`config.mk`:
```
export PLATFORM = sky130hd
export DESIGN_NAME = usb_host_trans_ctrl
export DESIGN_NICKNAME = d
export VERILOG_FILES = /design/src/rtl/usb_host_trans_ctrl.sv
export SDC_FILE = /design/constraint.sdc
export NUM_CORES = 1
export LEC_CHECK = 0
export CAP_MARGIN = 25
export CELL_PAD_IN_SITES_DETAIL_PLACEMENT = 0
export CELL_PAD_IN_SITES_GLOBAL_PLACEMENT = 2
export CORE_ASPECT_RATIO = 0.75
export CORE_MARGIN = 5
export CORE_UTILIZATION = 33
export CTS_CLUSTER_DIAMETER = 100
export CTS_CLUSTER_SIZE = 28
export DETAILED_ROUTE_END_ITERATION = 6
export PLACE_DENSITY = 0.9
export SLEW_MARGIN = 10
export SYNTH_ARGS = -nofsm -noshare
export SYNTH_HDL_FRONTEND = slang
export SYNTH_SLANG_ARGS = --single-unit
```
`constraint.sdc`:
```
create_clock -name clk -period 2.55 [get_ports clk]
set_input_delay 0.3825 -clock clk [delete_from_list [all_inputs] [get_ports clk]]
set_output_delay 0.3825 -clock clk [all_outputs]
set_load 0.02 [all_outputs]
```
`src/rtl/usb_host_trans_ctrl.sv`:
```
// rtl/usb_host_trans_ctrl.sv - USB host transaction sequencer with retry, result report and hold-off.
// Optional macro USB_HOST_RETRY_EN enables bounded retry on NAK / receive errors.
module usb_host_trans_ctrl #(
    parameter int DONE_DLY  = 16,
    parameter int DLY_W     = 5,
    parameter int MAX_RETRY = 3,
    parameter int RETRY_GAP = 8
) (
    input  logic       clk,
    input  logic       rst,
    input  logic       transReq,
    input  logic [1:0] transType,
    input  logic       isoEn,
    input  logic       sendPacketArbiterGnt,
    input  logic       sendPacketRdy,
    input  logic       getPacketRdy,
    input  logic [7:0] RXStatus,
    output logic       sendPacketArbiterReq,
    output logic       sendPacketWEn,
    output logic [3:0] sendPacketPID,
    output logic       getPacketREn,
    output logic       transDone,
    output logic       clearTXReq,
    output logic [1:0] transResult,
    output logic [3:0] retryCnt
);

`ifdef USB_HOST_RETRY_EN
    localparam bit RETRY_ON = 1'b1;
`else
    localparam bit RETRY_ON = 1'b0;
`endif

    localparam logic [1:0] T_SETUP = 2'd0;
    localparam logic [1:0] T_IN    = 2'd1;
    localparam logic [1:0] T_OUT1  = 2'd3;

    localparam logic [3:0] PID_SETUP = 4'hD;
    localparam logic [3:0] PID_IN    = 4'h9;
    localparam logic [3:0] PID_OUT   = 4'h1;
    localparam logic [3:0] PID_DATA0 = 4'h3;
    localparam logic [3:0] PID_DATA1 = 4'hB;
    localparam logic [3:0] PID_ACK   = 4'h2;

    localparam logic [1:0] R_OK    = 2'b00;
    localparam logic [1:0] R_NAK   = 2'b01;
    localparam logic [1:0] R_STALL = 2'b10;
    localparam logic [1:0] R_ERR   = 2'b11;

    typedef enum logic [3:0] {
        S_IDLE, S_ARB, S_TOKEN, S_TOKEN_END, S_DATA, S_DATA_END, S_RX_REQ,
        S_RX_WAIT, S_EVAL, S_ACK, S_ACK_END, S_FIN_WAIT, S_GAP, S_HOLD
    } state_t;

    state_t           state, stateNext;
    logic [1:0]       typeLat, typeNext;
    logic             isoLat, isoNext;
    logic             rxStall, rxErr, rxNak;
    logic             rxStallNext, rxErrNext, rxNakNext;
    logic [DLY_W-1:0] cnt, cntNext;
    logic             arbReqNext, wEnNext, rEnNext, doneNext;
    logic [3:0]       pidNext, retryNext;
    logic [1:0]       resultNext;
    logic             finish;
    logic [1:0]       finClass;
    logic [3:0]       tokenPid;

    // Bits 7:6 (data toggle, ACK) carry no decision in this block.
    wire unusedRxBits = &{1'b0, RXStatus[7:6]};

    always_comb begin
        tokenPid = PID_OUT;
        if (typeLat == T_SETUP)   tokenPid = PID_SETUP;
        else if (typeLat == T_IN) tokenPid = PID_IN;
    end

    always_comb begin
        stateNext   = state;
        typeNext    = typeLat;
        isoNext     = isoLat;
        rxStallNext = rxStall;
        rxErrNext   = rxErr;
        rxNakNext   = rxNak;
        cntNext     = cnt;
        arbReqNext  = sendPacketArbiterReq;
        wEnNext     = 1'b0;
        rEnNext     = 1'b0;
        doneNext    = 1'b0;
        pidNext     = sendPacketPID;
        resultNext  = transResult;
        retryNext   = retryCnt;
        finish      = 1'b0;
        finClass    = R_OK;

        case (state)
            S_IDLE: if (transReq) begin
                arbReqNext = 1'b1;
                stateNext  = S_ARB;
            end
            S_ARB: if (sendPacketArbiterGnt) begin
                typeNext  = transType;
                isoNext   = isoEn;
                retryNext = 4'd0;
                stateNext = S_TOKEN;
            end
            S_TOKEN: if (sendPacketRdy) begin
                wEnNext   = 1'b1;
                pidNext   = tokenPid;
                stateNext = S_TOKEN_END;
            end
            S_TOKEN_END: stateNext = (typeLat == T_IN) ? S_RX_REQ : S_DATA;
            S_DATA: if (sendPacketRdy) begin
                wEnNext   = 1'b1;
                pidNext   = (typeLat == T_OUT1) ? PID_DATA1 : PID_DATA0;
                stateNext = S_DATA_END;
            end
            S_DATA_END: stateNext = isoLat ? S_FIN_WAIT : S_RX_REQ;
            S_RX_REQ: if (sendPacketRdy) begin
                rEnNext   = 1'b1;
                stateNext = S_RX_WAIT;
            end
            S_RX_WAIT: if (getPacketRdy) begin
                rxStallNext = RXStatus[4];
                rxErrNext   = RXStatus[0] | RXStatus[1] | RXStatus[2] | RXStatus[5];
                rxNakNext   = RXStatus[3];
                stateNext   = S_EVAL;
            end
            S_EVAL: begin
                if (typeLat == T_IN && isoLat) begin
                    finish = 1'b1;
                end else if (rxStall) begin
                    finish   = 1'b1;
                    finClass = R_STALL;
                end else if (rxErr || rxNak) begin
                    if (RETRY_ON && !isoLat && int'(retryCnt) < MAX_RETRY) begin
                        retryNext = retryCnt + 4'd1;
                        cntNext   = DLY_W'(RETRY_GAP);
                        stateNext = S_GAP;
                    end else begin
                        finish   = 1'b1;
                        finClass = rxErr ? R_ERR : R_NAK;
                    end
                end else if (typeLat == T_IN) begin
                    stateNext = S_ACK;
                end else begin
                    finish = 1'b1;
                end
            end
            S_ACK: if (sendPacketRdy) begin
                wEnNext   = 1'b1;
                pidNext   = PID_ACK;
                stateNext = S_ACK_END;
            end
            S_ACK_END: stateNext = S_FIN_WAIT;
            S_FIN_WAIT: if (sendPacketRdy) finish = 1'b1;
            S_GAP: begin
                cntNext = cnt - DLY_W'(1);
                if (cnt <= DLY_W'(1)) stateNext = S_TOKEN;
            end
            S_HOLD: begin
                cntNext = cnt - DLY_W'(1);
                if (cnt <= DLY_W'(1)) stateNext = S_IDLE;
            end
            default: stateNext = S_IDLE;
        endcase

        // Completion: the done pulse and request drop share one cycle.
        if (finish) begin
            doneNext   = 1'b1;
            arbReqNext = 1'b0;
            resultNext = finClass;
            cntNext    = DLY_W'(DONE_DLY);
            stateNext  = S_HOLD;
        end
    end

    always_ff @(posedge clk or negedge rst) begin
        if (!rst) begin
            state                <= S_IDLE;
            typeLat              <= 2'd0;
            isoLat               <= 1'b0;
            rxStall              <= 1'b0;
            rxErr                <= 1'b0;
            rxNak                <= 1'b0;
            cnt                  <= '0;
            sendPacketArbiterReq <= 1'b0;
            sendPacketWEn        <= 1'b0;
            sendPacketPID        <= 4'd0;
            getPacketREn         <= 1'b0;
            transDone            <= 1'b0;
            clearTXReq           <= 1'b0;
            transResult          <= 2'd0;
            retryCnt             <= 4'd0;
        end else begin
            state                <= stateNext;
            typeLat              <= typeNext;
            isoLat               <= isoNext;
            rxStall              <= rxStallNext;
            rxErr                <= rxErrNext;
            rxNak                <= rxNakNext;
            cnt                  <= cntNext;
            sendPacketArbiterReq <= arbReqNext;
            sendPacketWEn        <= wEnNext;
            sendPacketPID        <= pidNext;
            getPacketREn         <= rEnNext;
            transDone            <= doneNext;
            clearTXReq           <= doneNext;
            transResult          <= resultNext;
            retryCnt             <= retryNext;
        end
    end

endmodule

```
After elaboration in Yosys (flattened, before gate mapping)
Cells that the tools add are included.
- bits in registers: 25
- input port bits: 17
- output and inout bits: 15
- word-level logic and storage cells: 108
- $add $sub $neg: 1
- magnitude comparators: 1
- eq/ne operators: 32
- mux-type cells: 43
- bitwise operators: 3
- reduce and logical (&&, ||, !) cells: 15
- operators by type and width (kind ; count):
    2-to-1 mux 4 bit ; 21
    case mux 4 bit (14 select lines) ; 1
    != test 3 bit (second input constant) ; 13
    equality test 4 bit (second input constant) ; 6
    equality test 4 x 3 -> 1 bit (second input constant) ; 4
    AND reduction 14 bit ; 1
    2-to-1 mux 2 bit ; 6
    case mux 4 bit (3 select lines) ; 1
    2-to-1 mux 1 bit ; 11
    2-to-1 mux 5 bit ; 2
    equality test 4 x 2 -> 1 bit (second input constant) ; 2
    != test 2 bit (second input constant) ; 4
    AND reduction 2 bit ; 3
    nonzero test 2 bit ; 3
    less-or-equal comparator 5 x 1 -> 1 bit (second input constant) ; 1
    subtractor 5 x 1 -> 5 bit (second input constant) ; 1
    equality test 4 x 1 -> 1 bit (second input constant) ; 1
    logical NOT 4 bit ; 1
    AND reduction 4 bit ; 1
    OR 1 bit ; 3
    nonzero test 3 bit ; 1
    OR reduction 3 bit ; 1
    equality test 2 x 1 -> 1 bit (second input constant) ; 1
    equality test 2 bit (second input constant) ; 1
    other kinds (5) ; 5

Logic depth before layout (Yosys ltp)
- depth in word-level cells: 8
- depth in mapped cells: 8

Worst setup path after synthesis
OpenSTA, ideal clock, no wires.
- path type: reg2reg
- start point: reg cnt[1]
- end point: reg state[0]
- arrival time: 1522 ps
- slack: 948 ps
- stages on the path, launching flop included: 8
- buffers on the path: 0
- clock period less this slack: 1602 ps
- path through: dfrtp_1 inv_1 ha_1 o21ba_2 o41ai_4 o221ai_2 or2_4 o211ai_2
- word-level cells in the longest chain between the ends: 3
- RTL lines (item ; line ; RTL):
    start: declaration ; 60 ; logic [DLY_W-1:0] cnt, cntNext;
    start signal: assignment ; 201 ; cnt <= cntNext;
    less-or-equal comparator 5 x 1 -> 1 bit (*) ; 158, 162 ;
    != test 3 bit (no source line) ; n/a ;
    AND reduction 14 bit (no source line) (*) ; n/a ;
    end signal: assignment ; 195 ; state <= stateNext;
    end: declaration ; 55 ; state_t state, stateNext;
Mark *: on every way between the ends. The rest lies on a longest branch, timed or not.
A chain may end at the register's enable or synchronous reset.

Worst setup path after layout
- start point: reg state[0]
- end point: reg state[0]
- word-level cells in the longest chain between the ends: 4
- RTL lines (item ; line ; RTL):
    equality test 4 bit ; 95 ; case (state)
    case mux 1 bit (2 select lines) ; 95 ;
    != test 3 bit (no source line) or != test 2 bit (tied branches) ; n/a ;
    AND reduction 14 bit (no source line) ; n/a ;
Several ways; a longest one is shown, not always the timed one.

==> run metrics <==
outcome complete, no violations; static leakage between 0.7 and 0.8 nW; number of non-filler instances in the completed layout ~230; TritonCTS clock tree done; Vias per Instance roughly 5.1; initial cell density of the core 0.348; crit-path max FO 23; final antenna diode count 0; data required time of the worst path between 2 and 3 ns; clock skew slightly above 0.006 ns; switch share 0.433; Clk Tree Root Cell clkbuf_8; gate count after technology mapping 152; Cells after DPL ~220; post-place instance area between 1500 and 2000 um^2; Reg power frac 0.417; Routed Wire Length ~3100 um; cell area after layout between 1500 and 2000 um^2; final setup violation count 0; Global Route Usage Sum 0.120; cell type contributing the most total cell area after synthesis dfrtp_1; unrepaired setup endpoints after global routing false; portion of netlist area occupied by mux cells 0.0467; number of synthesized flops with an enable pin 0; first drt pass iteration count 4; overall via count from detail_route 1151; Worst EP arrival 2.15 ns; area share of the leading cell type in the synthesized netlist 0.433; CP Launch Type register; relative contribution of the clock network to total power 0.119; post-placement worst setup slack a little under 0.6 ns; half-perimeter wire length after placement 2340 um; hold violation total from the final report 0; vias in the first global route ~1200; internal portion of total power approximately 0.0012 W; Post-CTS Resized 0; sequential share of the synthesized area 0.433; Slew headroom 0.538; power density of the placed cells about 1200 nW/um^2; Post-Synthesis Mean Instance Area 9.52 um^2; number of antenna violations at the first check in global routing 0; hold-fix buffer count after cts 0; DRC violation count after routing 0; end-of-flow core utilization 0.420; Slew @ Worst Pin a little under 0.7 ns; buffer depth of the longest clock path 2; category of the worst setup path capture point register; x dimension of the die ~86 um; Die Footprint just under 6000 um^2; number of max-capacitance violations reported 0; insertion delay of the later-clocked pin in the worst-skew pair 0.27 ns; top cells by area in the synthesized netlist dfrtp_1 (43%), mux2_2 (4.7%), nand2_1 (4.2%); CTS clock-pin slew for the worst setup and hold paths ~0.090 ns; average wire per cell in the routed design between 10 and 15 um; detailed router's first-iteration violation count between 70 and 80; net load switching power approximately 0.00088 W; number of fillers in the final layout 416; final estimated routing congestion in global placement just over 0.8; number of buffers inserted during clock tree synthesis 3; setup fix buffers added after clock tree synthesis 0; number of nets in the finished design roughly 190; Period Utilization, post-route 0.763; compound-gate portion of the synthesized area 0.187; number of distinct library cells after synthesis 44; Final WS setup roughly 0.6 ns; Post-Synth Adder-Cell Area 0.0173; xor/xnor share of the synthesized area 0.0303; total negative slack 0 ns; max-slew violation count 0; post-route minimum period 1.95 ns; Seq cells post-synth 25; clock sink total 25; site row count 20; area growth from synthesis to layout 20.7%; simple-gate portion of the synthesized area 0.205; fraction of final layout cells with drive strength greater than 1 0.116; combinational fraction of design power 0.465; height of the chip 67.3 um; netlist area before placement 1450 um^2; async set-reset flop share out of synthesis 1.00; main combinational cell family by area after synthesis simple AND/OR/NAND/NOR gates; warnings from Yosys 0; class of the tightest hold or removal check in -> async; # port buffers 25; achievable clock frequency ~510 MHz; total congestion overflow 0; predominant post-synthesis flop cell dfrtp_1; global-route wire length before repair ~5500 um; largest voltage drop on the vdd net between 0.0003 and 0.0004 V; boundary pin count 32; Worst Path Class, Setup reg -> reg; pin count of the biggest net entering global routing 26; remaining antenna violation count 0; core region area 4150 um^2; Clock H-tree levels 1
[sequential cells by signal, summed over array words and instances (netlist names)]
name / cells
getPacketREn: 1
sendPacketWEn: 1
rxNak: 1
sendPacketPID: 4
rxStall: 1
transResult: 2
clearTXReq: 1
sendPacketArbiterReq: 1
rxErr: 1
cnt: 5
typeLat: 2
state: 4
isoLat: 1
[cell usage after synthesis, types with 2 or more instances]
cell and number:
a31oi_1 2, nor4_1 2, mux2_2 6, ha_1 2
o21ai_0 9, o41ai_1 2, o311ai_0 2, or3_1 2
nor2b_1 2, inv_1 7, xor2_1 3, nand3_1 3
or2_4 2, nor3_1 5, buf_4 7, xnor2_1 2
nand4_1 2, a21oi_1 5, nor2_1 15, dfrtp_1 25
nand2_1 16, buf_2 4, a32o_1 3, nand2b_1 3
a211oi_1 2
[placed cells by master, fill, tap and decap left out, types with 4 or more instances in the layout]
master / count
conb_1: 4
mux2_2: 6
nor2_1: 15
nand2_1: 16
a21oi_1: 5
o21ai_0: 9
clkdlybuf4s50_1: 25
dfrtp_1: 25
inv_1: 7
nor3_1: 5
[power by group through the flow]
stage               Combinational (W)  Clock [W]  Sequential [W]
floorplan                    0.000762          0        0.000770
global placement             0.000931          0        0.000838
detailed placement           0.000954          0        0.000851
CTS                          0.000956   0.000251        0.000843
global route                  0.00107   0.000271        0.000886
finish                       0.000943   0.000241        0.000846
[worst max-delay path, cell delays in order, from the launching register on]
cell and delay, ns:
dfrtp_1 0.80, nor2_1 0.25, a22oi_2 0.19, o221ai_2 0.17, or2_4 0.32, o211ai_2 0.15
[layer usage]
layer,part of all wire,up-vias,global-route usage
li1,-,573,-
met1,0.47,544,0.150
met2,0.46,32,0.208
met3,0.063,2,0.0305
met4,0.0083,0,0.0311
met5,0,-,0
[stage by stage]
stage	hold slack [ns]	power, W
2_1_floorplan	0.0869	0.00153
3_3_place_gp	0.464	0.00177
3_5_place_dp	0.479	0.00180
4_1_cts	0.480	0.00205
5_1_grt	0.497	0.00223
6_report	0.468	0.00203
[layout make-up]
cell class	count	area (um^2)	area share
multi-input combinational	110	718	0.411
sequential	25	626	0.358
timing repair buffer	26	258	0.148
tap	55	68.8	0.0394
clock buffer	3	41.3	0.0237
inverter	7	26.3	0.0151
clock inverter	1	7.51	0.00430
[final timing paths]
| check | slack, ns | startpoint | cells after the start | endpoint |
|---|---|---|---|---|
| max in group asynchronous | 1.83 | rst | 2 | rxStall |
| worst min-delay path | 0.47 | rst | 2 | sendPacketPID[1] |
| min in group clk | 0.49 | sendPacketPID[2] | 2 | sendPacketPID[2] |
| worst max-delay path | 0.60 | state[0] | 5 | state[0] |
| worst min register to register | 0.49 | sendPacketPID[2] | 2 | sendPacketPID[2] |
| worst max register to register | 0.60 | state[0] | 5 | state[0] |
[cell families (layout without fill, tap and decap cells)]
logic type	Yosys count	after routing
buffers and inverters	20	37
adders and majority gates	2	2
DFF	25	25
muxes	6	6
other	1	4
AOI/OAI and AO/OA	34	34
xor gates and xnor gates	5	5
and+or+nand+nor	59	59
Note: power is estimated with default switching activity, not from simulation.
